$ cat src/rtl/tdc_meas_sequencer_if.sv
// Host-side bundle for the TDC measurement sequencer: burst control, delay-line
// strobes, tap code input and the averaged result handshake.
interface tdc_meas_sequencer_if #(
    parameter int TAPS = 32,
    parameter int CW   = $clog2(TAPS + 1)
);
    logic            start;
    logic            abort;
    logic            launch;
    logic            capture;
    logic [TAPS-1:0] therm;
    logic [CW-1:0]   result;
    logic            res_valid;
    logic            res_ready;
    logic            bubble;
    logic            ovf;
    logic            busy;

    modport master (
        output start, abort, therm, res_ready,
        input  launch, capture, result, res_valid, bubble, ovf, busy
    );

    modport slave (
        input  start, abort, therm, res_ready,
        output launch, capture, result, res_valid, bubble, ovf, busy
    );
endinterface

$ cat src/rtl/tdc_meas_sequencer.sv
// Delay-line TDC sequencer: launches, captures and popcount-encodes 2^AVG_LOG2
// samples per request and returns their truncated average with sticky flags.
//
// state   | meaning
// --------+-----------------------------------------------------------
// IDLE    | waiting for start
// LAUNCH  | launch pulse into the delay line
// WAIT    | SETTLE cycles for the edge to propagate
// CAPTURE | capture strobe, therm latched into samp at the closing edge
// ENCODE  | popcount samp, accumulate, update bubble/ovf working flags
// DONE    | result presented, waiting for res_ready
module tdc_meas_sequencer #(
    parameter int TAPS     = 32,
    parameter int AVG_LOG2 = 2,
    parameter int SETTLE   = 3
) (
    input  logic                  clk,
    input  logic                  rst,
    tdc_meas_sequencer_if.slave   bus
);
    localparam int CW  = $clog2(TAPS + 1);
    localparam int AW  = CW + AVG_LOG2;
    localparam int WCW = $clog2(SETTLE + 1);
    localparam int SCW = AVG_LOG2 + 1;
    localparam logic [SCW-1:0] N_SMP = SCW'(1 << AVG_LOG2);

    typedef enum logic [2:0] {
        IDLE    = 3'd0,
        LAUNCH  = 3'd1,
        WAIT    = 3'd2,
        CAPTURE = 3'd3,
        ENCODE  = 3'd4,
        DONE    = 3'd5
    } state_t;

    state_t          state;
    logic [TAPS-1:0] samp;
    logic [AW-1:0]   acc;
    logic [SCW-1:0]  smp_cnt;
    logic [WCW-1:0]  wait_cnt;
    logic            bub_w;
    logic            ovf_w;

    logic [CW-1:0]   code;
    logic [AW-1:0]   acc_sum;
    logic [SCW-1:0]  smp_nxt;
    logic            bub_hit;
    logic            ovf_hit;

    // Popcount rather than priority-encode so a bubble still yields a sane count.
    always_comb begin
        code = '0;
        for (int i = 0; i < TAPS; i++) begin
            code = code + CW'(samp[i]);
        end
        acc_sum = acc + AW'(code);
        smp_nxt = smp_cnt + SCW'(1);
        bub_hit = (samp & (samp + TAPS'(1))) != '0;
        ovf_hit = &samp;
    end

    always_ff @(posedge clk or posedge rst) begin
        if (rst) begin
            state         <= IDLE;
            samp          <= '0;
            acc           <= '0;
            smp_cnt       <= '0;
            wait_cnt      <= '0;
            bub_w         <= 1'b0;
            ovf_w         <= 1'b0;
            bus.launch    <= 1'b0;
            bus.capture   <= 1'b0;
            bus.result    <= '0;
            bus.res_valid <= 1'b0;
            bus.bubble    <= 1'b0;
            bus.ovf       <= 1'b0;
            bus.busy      <= 1'b0;
        end else if (bus.abort && (state inside {LAUNCH, WAIT, CAPTURE, ENCODE})) begin
            // Partial burst is dropped; delivered result and flags are left alone.
            state       <= IDLE;
            bus.launch  <= 1'b0;
            bus.capture <= 1'b0;
            bus.busy    <= 1'b0;
        end else begin
            case (state)
                IDLE: begin
                    if (bus.start) begin
                        state      <= LAUNCH;
                        bus.launch <= 1'b1;
                        bus.busy   <= 1'b1;
                        acc        <= '0;
                        smp_cnt    <= '0;
                        bub_w      <= 1'b0;
                        ovf_w      <= 1'b0;
                    end
                end
                LAUNCH: begin
                    state      <= WAIT;
                    bus.launch <= 1'b0;
                    wait_cnt   <= WCW'(SETTLE - 1);
                end
                WAIT: begin
                    if (wait_cnt == '0) begin
                        state       <= CAPTURE;
                        bus.capture <= 1'b1;
                    end else begin
                        wait_cnt <= wait_cnt - WCW'(1);
                    end
                end
                CAPTURE: begin
                    state       <= ENCODE;
                    bus.capture <= 1'b0;
                    samp        <= bus.therm;
                end
                ENCODE: begin
                    acc     <= acc_sum;
                    smp_cnt <= smp_nxt;
                    bub_w   <= bub_w | bub_hit;
                    ovf_w   <= ovf_w | ovf_hit;
                    if (smp_nxt == N_SMP) begin
                        state         <= DONE;
                        bus.result    <= CW'(acc_sum >> AVG_LOG2);
                        bus.bubble    <= bub_w | bub_hit;
                        bus.ovf       <= ovf_w | ovf_hit;
                        bus.res_valid <= 1'b1;
                    end else begin
                        state      <= LAUNCH;
                        bus.launch <= 1'b1;
                    end
                end
                DONE: begin
                    if (bus.res_ready) begin
                        state         <= IDLE;
                        bus.res_valid <= 1'b0;
                        bus.busy      <= 1'b0;
                    end
                end
                default: begin
                    state <= IDLE;
                end
            endcase
        end
    end
endmodule

$ cat src/flat_wrapper.sv
// flat-port wrapper written by rule: the top's interface ports become plain ports
module tdc_meas_sequencer_flat 
#(
    parameter int TAPS     = 32,
    parameter int AVG_LOG2 = 2,
    parameter int SETTLE   = 3
)
  (clk, rst, bus_start, bus_abort, bus_therm, bus_res_ready, bus_launch, bus_capture, bus_result, bus_res_valid, bus_bubble, bus_ovf, bus_busy);
  tdc_meas_sequencer_if #(.TAPS(TAPS)) bus_i ();
  input  logic clk;
  input  logic rst;
  input wire logic [$bits(bus_i.start)-1:0] bus_start;
  input wire logic [$bits(bus_i.abort)-1:0] bus_abort;
  input wire logic [$bits(bus_i.therm)-1:0] bus_therm;
  input wire logic [$bits(bus_i.res_ready)-1:0] bus_res_ready;
  output wire logic [$bits(bus_i.launch)-1:0] bus_launch;
  output wire logic [$bits(bus_i.capture)-1:0] bus_capture;
  output wire logic [$bits(bus_i.result)-1:0] bus_result;
  output wire logic [$bits(bus_i.res_valid)-1:0] bus_res_valid;
  output wire logic [$bits(bus_i.bubble)-1:0] bus_bubble;
  output wire logic [$bits(bus_i.ovf)-1:0] bus_ovf;
  output wire logic [$bits(bus_i.busy)-1:0] bus_busy;
  assign bus_i.start = bus_start;
  assign bus_i.abort = bus_abort;
  assign bus_i.therm = bus_therm;
  assign bus_i.res_ready = bus_res_ready;
  assign bus_launch = bus_i.launch;
  assign bus_capture = bus_i.capture;
  assign bus_result = bus_i.result;
  assign bus_res_valid = bus_i.res_valid;
  assign bus_bubble = bus_i.bubble;
  assign bus_ovf = bus_i.ovf;
  assign bus_busy = bus_i.busy;
  tdc_meas_sequencer #(.TAPS(TAPS), .AVG_LOG2(AVG_LOG2), .SETTLE(SETTLE)) u_core (.clk(clk), .rst(rst), .bus(bus_i));
endmodule
$ cat config.mk
export PLATFORM = sky130hd
export DESIGN_NAME = tdc_meas_sequencer_flat
export DESIGN_NICKNAME = d
export VERILOG_FILES = /design/src/rtl/tdc_meas_sequencer_if.sv /design/src/rtl/tdc_meas_sequencer.sv /design/src/flat_wrapper.sv
export SDC_FILE = /design/constraint.sdc
export NUM_CORES = 1
export LEC_CHECK = 0
export ABC_AREA = 1
export ABC_CLOCK_PERIOD_IN_PS = 6860
export CAP_MARGIN = 20
export CORE_MARGIN = 8
export CORE_UTILIZATION = 45
export DETAILED_ROUTE_END_ITERATION = 8
export GPL_ROUTABILITY_DRIVEN = 0
export PLACE_DENSITY = 0.66
export SYNTH_ARGS = -nofsm -noshare
export SYNTH_HDL_FRONTEND = slang
export SYNTH_SLANG_ARGS = --single-unit
$ cat constraint.sdc
create_clock -name clk -period 6.86 [get_ports clk]
set_input_delay 1.372 -clock clk [delete_from_list [all_inputs] [get_ports clk]]
set_output_delay 1.372 -clock clk [all_outputs]
set_load 0.03 [all_outputs]
==> results of run 1 <==
[per-layer routing]
metal | global-route usage | up-vias
li1 | - | 1801
met1 | 0.199 | 1708
met2 | 0.297 | 93
met3 | 0.0464 | 23
met4 | 0.0736 | 0
met5 | 0 | -
[kinds of logic (layout without fill, tap and decap cells)]
family	count (synthesis)	in the layout	share of synthesized area
AND/OR/NAND/NOR	249	249	0.245
AO/OA/AOI/OAI	71	71	0.0972
buffers and inverters	100	159	0.0902
XOR/XNOR	9	9	0.0182
flip-flops	62	62	0.359
multiplexers	9	9	0.0234
adder cells (fa/ha/maj)	43	43	0.168
[flip-flops by register name (all words and copies together), names as in the netlist, 2 cells and up]
signal             cells
u_core.wait_cnt        2
u_core.smp_cnt         3
u_core.bus.result      6
u_core.samp           32
u_core.acc             8
u_core.state           3
[final cells by class]
class | instances | area, um^2
fillers | 932 | 4140
multi-input cells | 381 | 2390
flip-flops and latches | 62 | 1550
repair buffers | 50 | 495
inverters | 93 | 349
well taps | 129 | 161
clock buffers | 9 | 124
clock inverters | 7 | 75.1
[synth_stat cells (2+ instances only)]
cell type  instances
fa_1              25
nor2_2             6
xnor2_1            3
nand2_1          127
nor3_4             2
nand2_2            4
nor3_1             4
dfrtp_1           62
buf_2              6
o21ai_1            3
mux2_2             8
nor2_1            81
inv_1             85
ha_1              18
o21a_1             2
a21oi_1           33
nand4_1            2
o21ai_0           15
a22o_1             5
nand3_1           17
inv_2              8
xor2_1             6
o22ai_1            2
o31ai_1            2
nor3_2             2
o21ai_2            2
[layout by cell type (no fill, tap or decap), types with 3 or more instances in the layout]
| cell | netlist | routed |
|---|---|---|
| clkinvlp_4 | 0 | 3 |
| nor2_2 | 6 | 6 |
| xor2_1 | 6 | 6 |
| o21ai_0 | 15 | 15 |
| fa_1 | 25 | 25 |
| inv_2 | 8 | 9 |
| a21oi_1 | 33 | 33 |
| nor2_1 | 81 | 81 |
| xnor2_1 | 3 | 3 |
| nand2_2 | 4 | 5 |
| mux2_2 | 8 | 8 |
| clkdlybuf4s50_1 | 0 | 48 |
| nor3_1 | 4 | 4 |
| nand2_1 | 127 | 126 |
| o21ai_1 | 3 | 3 |
| inv_1 | 85 | 84 |
| clkbuf_8 | 0 | 9 |
| a22o_1 | 5 | 5 |
| dfrtp_1 | 62 | 62 |
| ha_1 | 18 | 18 |
| nand3_1 | 17 | 17 |
[worst max-delay path: cells and delay by family, from the launching register on]
| family | cells | cell delay, ns |
|---|---|---|
| compound gates | 5 | 0.91 |
| xor+xnor | 2 | 0.40 |
| flops | 1 | 0.37 |
| simple gates | 2 | 0.10 |
| buf+inv | 5 | 0.34 |
| fa+ha+maj | 9 | 3.90 |
[per-stage QoR]
step	utilization	instances	instance area [um^2]	setup WS (ns)	hold WS, ns
2_1_floorplan	-	543	4330	1.06	0.450
5_1_grt	0.554	731	5140	0.264	0.517
4_1_cts	0.554	731	5140	0.640	0.492
3_5_place_dp	0.533	715	4940	0.717	0.467
6_report	0.554	731	5140	0.697	0.483
3_3_place_gp	0.533	715	4940	0.882	0.467
[path summary, 6_finish.rpt]
check | slack (ns) | from | cells after the start | endpoint
max | 0.70 | u_core.samp[0] | 23 | u_core.acc[6]
min | 0.48 | u_core.bub_w | 2 | u_core.bub_w
max reg2reg | 0.70 | u_core.samp[0] | 23 | u_core.acc[6]
min reg2reg | 0.48 | u_core.bub_w | 2 | u_core.bub_w
max in group asynchronous | 4.76 | rst | 3 | u_core.samp[19]
min in group asynchronous | 1.55 | rst | 3 | u_core.samp[18]
==> summary.md, run 1 <==
| Metric | Value |
|---|---|
| Syn Area/Cell | `7.97 um^2` |
| Crit Path Category | `register to register` |
| Number of global-route vias before repair | `3917` |
| CP Cell Sequence | `inv_1 -> ha_1 -> fa_1 -> fa_1 -> inv_1 -> fa_1 -> fa_1 -> fa_1 -> inv_1 -> fa_1 -> inv_1 -> ha_1 -> nand2_1 -> o21ai_0 -> xnor2_1 -> inv_1 -> ha_1 -> nand2_1 -> o21ai_0 -> a21oi_1 -> o21bai_1 -> xor2_1 -> o22ai_1` |
| Max_slew headroom | `0.472` |
| DRC | `0` |
| CTS max path bufs | `2` |
| GRT Total Usage | `0.173` |
| GR Overflow Total | `0` |
| Area of the die | `13000 um^2` |
| Starting DRT DRC Count | `163` |
| Synth warn | `0` |
| Top_reg_cell synth | `dfrtp_1` |
| Synth Register Bits | `62` |
| F_max | `0.162 GHz` |
| Sequential element share of the synthesized area | `0.359` |
| H-tree Lvls | `3` |
| Slew Limit Fails | `0` |
| Final hold vios | `0` |
| Status | `completed` |
| # diodes | `0` |
| Chip height | `114 um` |
| Worst Path Required | `7.09 ns` |
| Synth top area cells | `dfrtp_1 36%, fa_1 12%, nand2_1 11%, inv_1 7.4%, nor2_1 7.0%` |
| # rows | `35` |
| Area leader, netlist | `dfrtp_1` |
| Tcrit/Tclk final | `0.898` |
| Post-Syn Instances | `543` |
| Final net count | `677` |
| Port Buffers | `48` |
| RSZ-0062 raised after global routing | `no` |
| CP Data Arrival Time | `6.40 ns` |
| Cell Area, Synth | `4330 um^2` |
| Worst Path Max Fanout | `4` |
| TNS Setup | `0 ns` |
| Pin count of the biggest net entering global routing | `63` |
| CTS Hold Bufs | `0` |
| # resized after CTS | `0` |
| Via count | `3625` |
| Met3 WL post-DR | `524 um` |
| Top Metal Used | `met4` |
| FFs w/ async S/R, synth | `1.00` |
| Post-route clock skew | `0.0118 ns` |
| Die width | `114 um` |
| Top Ports | `49` |
| Layout cells sized above 1 | `0.0947` |
| CTS buffer count | `9` |
| Crit path largest cell delay | `0.59 ns` |
| CTS tree | `yes` |
| Root Driver | `clkbuf_8` |
| ANT nets after route | `0` |
| Worst-Skew Late Latency | `0.35 ns` |
| Most frequent cell on the critical path | `fa_1` |
| Clk pin slew, worst setup/hold paths | `0.08 ns` |
| Clk sink count | `62` |
| WL met1 | `4430 um` |
| Critical path capture point type | `register` |
| Synthesized Nets | `623` |
| Setup violators final | `0` |
| Worst slew pin tran | `0.792 ns` |
| Crit start category | `register` |
| Post-synth top area share | `0.359` |
| Slowest CP cell | `fa_1` |
| DR WL/cell | `14.2 um` |
| Initial antenna violation count | `0` |
| First-pass iteration count of the detailed router | `4` |
| Worst Hold Class | `register to register` |
| Initial Util | `0.466` |
| Drt via density | `4.96` |
| EDFF count, synth | `0` |
| Min Tclk post-route | `6.16 ns` |
| Core box area | `9280 um^2` |
| Max cap viols | `0` |
| First-pass GRT wire length | `18000 um` |
| Post-synth cell types | `39` |
| Area Overhead vs Synth | `18.9%` |
| WL met2 | `5130 um` |
| DP Wirelength | `8170 um` |
| DRT Wirelength | `10400 um` |
| Setup bufs post-CTS | `0` |
Power of run 1 is not shown: default switching activity piles up to over one toggle a cycle in this logic, so the estimate is an artifact.
==> inputs of run 2 (changes only) <==
--- a/config.mk
+++ b/config.mk
@@ -10,9 +10,11 @@
 export CAP_MARGIN = 20
 export CORE_MARGIN = 8
 export CORE_UTILIZATION = 45
+export CTS_CLUSTER_DIAMETER = 60
 export DETAILED_ROUTE_END_ITERATION = 8
 export GPL_ROUTABILITY_DRIVEN = 0
 export PLACE_DENSITY = 0.66
+export REMOVE_ABC_BUFFERS = 1
 export SYNTH_ARGS = -nofsm -noshare
 export SYNTH_HDL_FRONTEND = slang
 export SYNTH_SLANG_ARGS = --single-unit
==> run 2 against run 1 <==
Sequential cell count stayed put. Core utilization fell by 0.094 points. Cell count stayed put. Clock skew grew 0.0021 ns. Clock-buffer cell count increased by 1.
==> summary.md, run 2 (synthesis results as in run 1) <==
| Metric | Value |
|---|---|
| Biggest regs | `u_core.samp (32), u_core.acc (8), u_core.bus.result (6)` |
| Most common cell after layout, fill and taps aside | `nand2_1` |
| Flop-to-flop setup slack | `0.71 ns` |
| DRC | `0` |
| Worst Path Max Fanout | `4` |
| First-pass iteration count of the detailed router | `4` |
| Clk pin slew, worst setup/hold paths | `0.08 ns` |
| Core box area | `9280 um^2` |
| Area of the die | `13000 um^2` |
| Clk sink count | `62` |
| Final net count | `677` |
| RSZ-0062 raised after global routing | `no` |
| TNS Setup | `0 ns` |
| Max_slew headroom | `0.478` |
| First-pass GRT wire length | `18000 um` |
| Worst flop-to-flop path endpoint | `u_core.acc[6]` |
| Min Tclk post-route | `6.15 ns` |
| Fill count | `896` |
| Max cap viols | `0` |
| CTS max path bufs | `2` |
| GRT Total Usage | `0.173` |
| CTS tree | `yes` |
| Port Buffers | `48` |
| Via count | `3592` |
| Hold Startpoint | `u_core.bus.bubble` |
| GR Overflow Total | `0` |
| Crit start category | `register` |
| Area Overhead vs Synth | `18.7%` |
| DP Wirelength | `7950 um` |
| Worst-Skew Late Latency | `0.35 ns` |
| Critical path capture point type | `register` |
| Slew Limit Fails | `0` |
| Reg2reg start | `u_core.samp[0]` |
| Reg2Reg Depth | `23` |
| Dpl cell area | `4940 um^2` |
| Pin count of the biggest net entering global routing | `63` |
| Worst Hold Class | `register to register` |
| Chip height | `114 um` |
| Largest Register | `u_core.samp` |
| CTS Hold Bufs | `0` |
| Layout cells sized above 1 | `0.0930` |
| DR WL/cell | `13.9 um` |
| CP Data Arrival Time | `6.36 ns` |
| Area of the multi-input gates | `2390 um^2` |
| CTS buffer count | `9` |
| Setup violators final | `0` |
| F_max | `0.163 GHz` |
| Top Ports | `49` |
| Tcrit/Tclk final | `0.896` |
| Die width | `114 um` |
| DRT Wirelength | `10200 um` |
| # diodes | `0` |
| H-tree Lvls | `3` |
| Setup bufs post-CTS | `0` |
| Hold endpoint | `u_core.bus.bubble` |
| Drt via density | `4.91` |
| Final hold vios | `0` |
| ANT nets after route | `0` |
| Status | `completed` |
| Post-route clock skew | `0.0139 ns` |
| Worst hold stages | `2` |
| Number of global-route vias before repair | `3856` |
| Crit Path Category | `register to register` |
| Starting DRT DRC Count | `138` |
| # resized after CTS | `0` |
| Sequential Area | `1550 um^2` |
| Initial Util | `0.466` |
| Root Driver | `clkbuf_8` |
| Initial antenna violation count | `0` |
| # rows | `35` |
| Worst Path Required | `7.08 ns` |
| Worst slew pin tran | `0.784 ns` |
| Commonest non-fill, non-tap cells in the layout | `126 x nand2_1, 84 x inv_1, 81 x nor2_1, 62 x dfrtp_1, 48 x clkdlybuf4s50_1` |
| Max FFs per register | `32` |
| Post-route cell area | `5130 um^2` |
## run 2: area by class of cell
cell class	instances	area share
clock buffer	10	0.0249
clock inverter	6	0.0122
inverter	93	0.0680
multi-input combinational	381	0.465
sequential	62	0.302
tap	129	0.0314
timing repair buffer	50	0.0965
## run 2: critical path, stage by stage, from the launching register on
cell	delay (ns)
dfrtp_1	0.38
inv_1	0.09
ha_1	0.31
fa_1	0.46
fa_1	0.39
inv_1	0.08
fa_1	0.44
fa_1	0.52
fa_1	0.55
inv_1	0.06
fa_1	0.60
inv_1	0.06
ha_1	0.27
nand2_1	0.04
o21ai_0	0.25
xnor2_1	0.17
inv_1	0.06
ha_1	0.34
nand2_1	0.06
o21ai_0	0.30
a21oi_1	0.11
o21bai_1	0.16
xor2_1	0.23
o22ai_1	0.10
## run 2: per-layer routing
layer	track usage	wire, um	vias up
met3	0.0454	478	22
li1	-	-	1796
met5	0	0	-
met1	0.206	4460	1699
met4	0.0630	217	0
met2	0.293	5010	75
## run 2: worst max-delay path by stage
stage                               from             to  slack (ns)
after floorplan           u_core.samp[0]  u_core.acc[6]        1.06
after global placement    u_core.samp[0]  u_core.acc[6]        0.87
after detailed placement  u_core.samp[0]  u_core.acc[6]        0.71
after CTS                 u_core.samp[0]  u_core.acc[6]        0.71
after global routing      u_core.samp[0]  u_core.acc[6]        0.36
final                     u_core.samp[0]  u_core.acc[6]        0.71
## run 2: per-stage QoR
step           utilization  setup WS (ns)  instances  hold WS [ns]
5_1_grt              0.553          0.362        731         0.526
4_1_cts              0.553          0.713        731         0.490
6_report             0.553          0.715        731         0.486
3_5_place_dp         0.533          0.712        715         0.469
3_3_place_gp         0.533          0.872        715         0.466
2_1_floorplan            -           1.06        536         0.450
Power of run 2 is left out for the same reason.
==> inputs of run 3 (changes only) <==
--- a/config.mk
+++ b/config.mk
@@ -5,15 +5,14 @@
 export SDC_FILE = /design/constraint.sdc
 export NUM_CORES = 1
 export LEC_CHECK = 0
-export ABC_AREA = 1
 export ABC_CLOCK_PERIOD_IN_PS = 6860
 export CAP_MARGIN = 20
-export CORE_MARGIN = 8
+export CORE_MARGIN = 2
 export CORE_UTILIZATION = 45
 export CTS_CLUSTER_DIAMETER = 60
 export DETAILED_ROUTE_END_ITERATION = 8
 export GPL_ROUTABILITY_DRIVEN = 0
-export PLACE_DENSITY = 0.66
+export PLACE_DENSITY = 0.67
 export REMOVE_ABC_BUFFERS = 1
 export SYNTH_ARGS = -nofsm -noshare
 export SYNTH_HDL_FRONTEND = slang
==> run 3 against run 2 <==
Register-to-register slack worse by 0.15 ns. Maximum frequency down 2.4%. Via count down 13%. Sequential cell count unchanged. Worst hold slack better by 0.0011 ns. Routed wire length down 12%. Critical path type unchanged.
==> summary.md, run 3 <==
| Metric | Value |
|---|---|
| Cell Area, Synth | `4010 um^2` |
| Core box area | `8680 um^2` |
| Largest Register | `u_core.samp` |
| PnR worst setup slack | `0.561 ns` |
| Biggest regs | `u_core.samp (32), u_core.acc (8), u_core.bus.result (6)` |
| Number of global-route vias before repair | `3196` |
| Post-route cell area | `4820 um^2` |
| Synth top area cells | `dfrtp_1 39%, fa_1 12%, inv_1 5.9%, ha_1 5.6%, o21ai_0 5.5%` |
| Max cap viols | `0` |
| Most frequent cells after synthesis | `63 x inv_1, 62 x dfrtp_1, 46 x nand2_1` |
| CP Cell Sequence | `inv_1 -> ha_1 -> fa_1 -> fa_1 -> fa_1 -> fa_1 -> fa_1 -> fa_1 -> fa_1 -> fa_1 -> inv_1 -> ha_1 -> a21o_1 -> a21oi_1 -> o21ai_0 -> o211a_1 -> o21ai_0 -> xor2_1 -> o21ai_0` |
| Final hold vios | `0` |
| Post-synth cell types | `50` |
| Syn Area/Cell | `9.52 um^2` |
| Pin count of the biggest net entering global routing | `63` |
| Worst Hold Class | `register to register` |
| Commonest non-fill, non-tap cells in the layout | `62 x inv_1, 62 x dfrtp_1, 48 x clkdlybuf4s50_1, 46 x nand2_1, 44 x o21ai_0` |
| Root Driver | `clkbuf_8` |
| Sequential element share of the synthesized area | `0.387` |
| DR WL/cell | `15.4 um` |
| CTS buffer count | `9` |
| # diodes | `0` |
| Fin util | `0.556` |
| CP Data Arrival Time | `6.51 ns` |
| Setup violators final | `0` |
| Area of the die | `9680 um^2` |
| Crit path largest cell delay | `0.55 ns` |
| Max FFs per register | `32` |
| FFs w/ async S/R, synth | `1.00` |
| Clk pin slew, worst setup/hold paths | `0.07 ns` |
| Reg2Reg Depth | `19` |
| Initial antenna violation count | `0` |
| Post-synth top area share | `0.387` |
| First-pass GRT wire length | `15200 um` |
| Min Tclk post-route | `6.30 ns` |
| Area Overhead vs Synth | `20.4%` |
| Gr busiest metal | `met2` |
| CTS Hold Bufs | `0` |
| TNS Setup | `0 ns` |
| EDFF count, synth | `0` |
| Met2 Use GR | `0.300` |
| Synth warn | `0` |
| GRT Total Usage | `0.199` |
| Initial Util | `0.462` |
| F_max | `0.159 GHz` |
| DRC | `0` |
| Slew Limit Fails | `0` |
| Fill count | `803` |
| ANT nets after route | `0` |
| Starting DRT DRC Count | `123` |
| Post-route clock skew | `0.00904 ns` |
| H-tree Lvls | `3` |
| Top_reg_cell synth | `dfrtp_1` |
| Pre-CTS setup slack | `0.574 ns` |
| CTS max path bufs | `2` |
| RSZ-0062 raised after global routing | `no` |
| Area leader, netlist | `dfrtp_1` |
| Most frequent cell on the critical path | `fa_1` |
| Crit start category | `register` |
| Chip height | `98.4 um` |
| Most common cell in the netlist | `inv_1` |
| Tcrit/Tclk final | `0.918` |
| Worst slew pin tran | `0.793 ns` |
| Top Ports | `49` |
| Clk sink count | `62` |
| Slowest CP cell | `fa_1` |
| Die width | `98.4 um` |
| DRT Wirelength | `8980 um` |
| Synth Register Bits | `62` |
| DP Wirelength | `6700 um` |
| Drt via density | `5.38` |
| First-pass iteration count of the detailed router | `4` |
| Status | `completed` |
| Dpl cell area | `4590 um^2` |
| Worst-Skew Late Latency | `0.35 ns` |
| Final net count | `549` |
| Setup bufs post-CTS | `0` |
| # rows | `34` |
| Max_slew headroom | `0.470` |
| Layout cells sized above 1 | `0.0865` |
| Met3 Resource Use GR | `0.0365` |
| Port Buffers | `48` |
| Met1 Usage GRT | `0.281` |
| Via count | `3134` |
| # resized after CTS | `0` |
| GR Overflow Total | `0` |
| CTS tree | `yes` |
| Post-Syn Instances | `421` |
| Critical path capture point type | `register` |
| Worst Path Required | `7.07 ns` |
| Worst hold stages | `2` |
| Crit Path Category | `register to register` |
| Worst Path Max Fanout | `4` |
## run 3: cell type report
cell class,instances,area (um^2),area share
multi-input cells,281,2160,0.449
flip-flops and latches,62,1550,0.322
inverters,65,244,0.0506
repair buffers,50,495,0.103
clock buffers,13,169,0.0350
clock inverters,3,65.1,0.0135
well taps,108,135,0.0280
## run 3: logic make-up after synthesis
family / synth area share
AOI/OAI and AO/OA: 0.156
xor gates and xnor gates: 0.0197
adders and majority gates: 0.181
buffers and inverters: 0.0731
DFF: 0.387
muxes: 0.0362
and+or+nand+nor: 0.146
## run 3: final timing paths
| check | startpoint | end | slack [ns] |
|---|---|---|---|
| max | u_core.samp[0] | u_core.bus.result[5] | 0.56 |
| min | u_core.bus.result[5] | u_core.bus.result[5] | 0.49 |
| max reg2reg | u_core.samp[0] | u_core.bus.result[5] | 0.56 |
| min reg2reg | u_core.bus.result[5] | u_core.bus.result[5] | 0.49 |
| max in group asynchronous | rst | u_core.samp[15] | 4.76 |
| min in group asynchronous | rst | u_core.state[2] | 1.59 |
## run 3: stage by stage
step	hold WS, ns	std cells
after floorplan	0.457	408
after global placement	0.465	566
after detailed placement	0.475	566
after CTS	0.491	582
after global routing	0.518	582
final	0.487	582
## run 3: worst max-delay path: cells and delay by family (launching register included)
family | cells | cell delay (ns)
xor gates and xnor gates | 1 | 0.20
AOI/OAI and AO/OA | 6 | 0.98
adders and majority gates | 10 | 4.44
buffers and inverters | 2 | 0.14
DFF | 1 | 0.40
## run 3: per-layer routing
metal	part of all wire	routed length, um
met4	0.021	186
met1	0.48	4280
met3	0.041	368
met2	0.46	4140
met5	0	0
Power of run 3 is left out for the same reason.
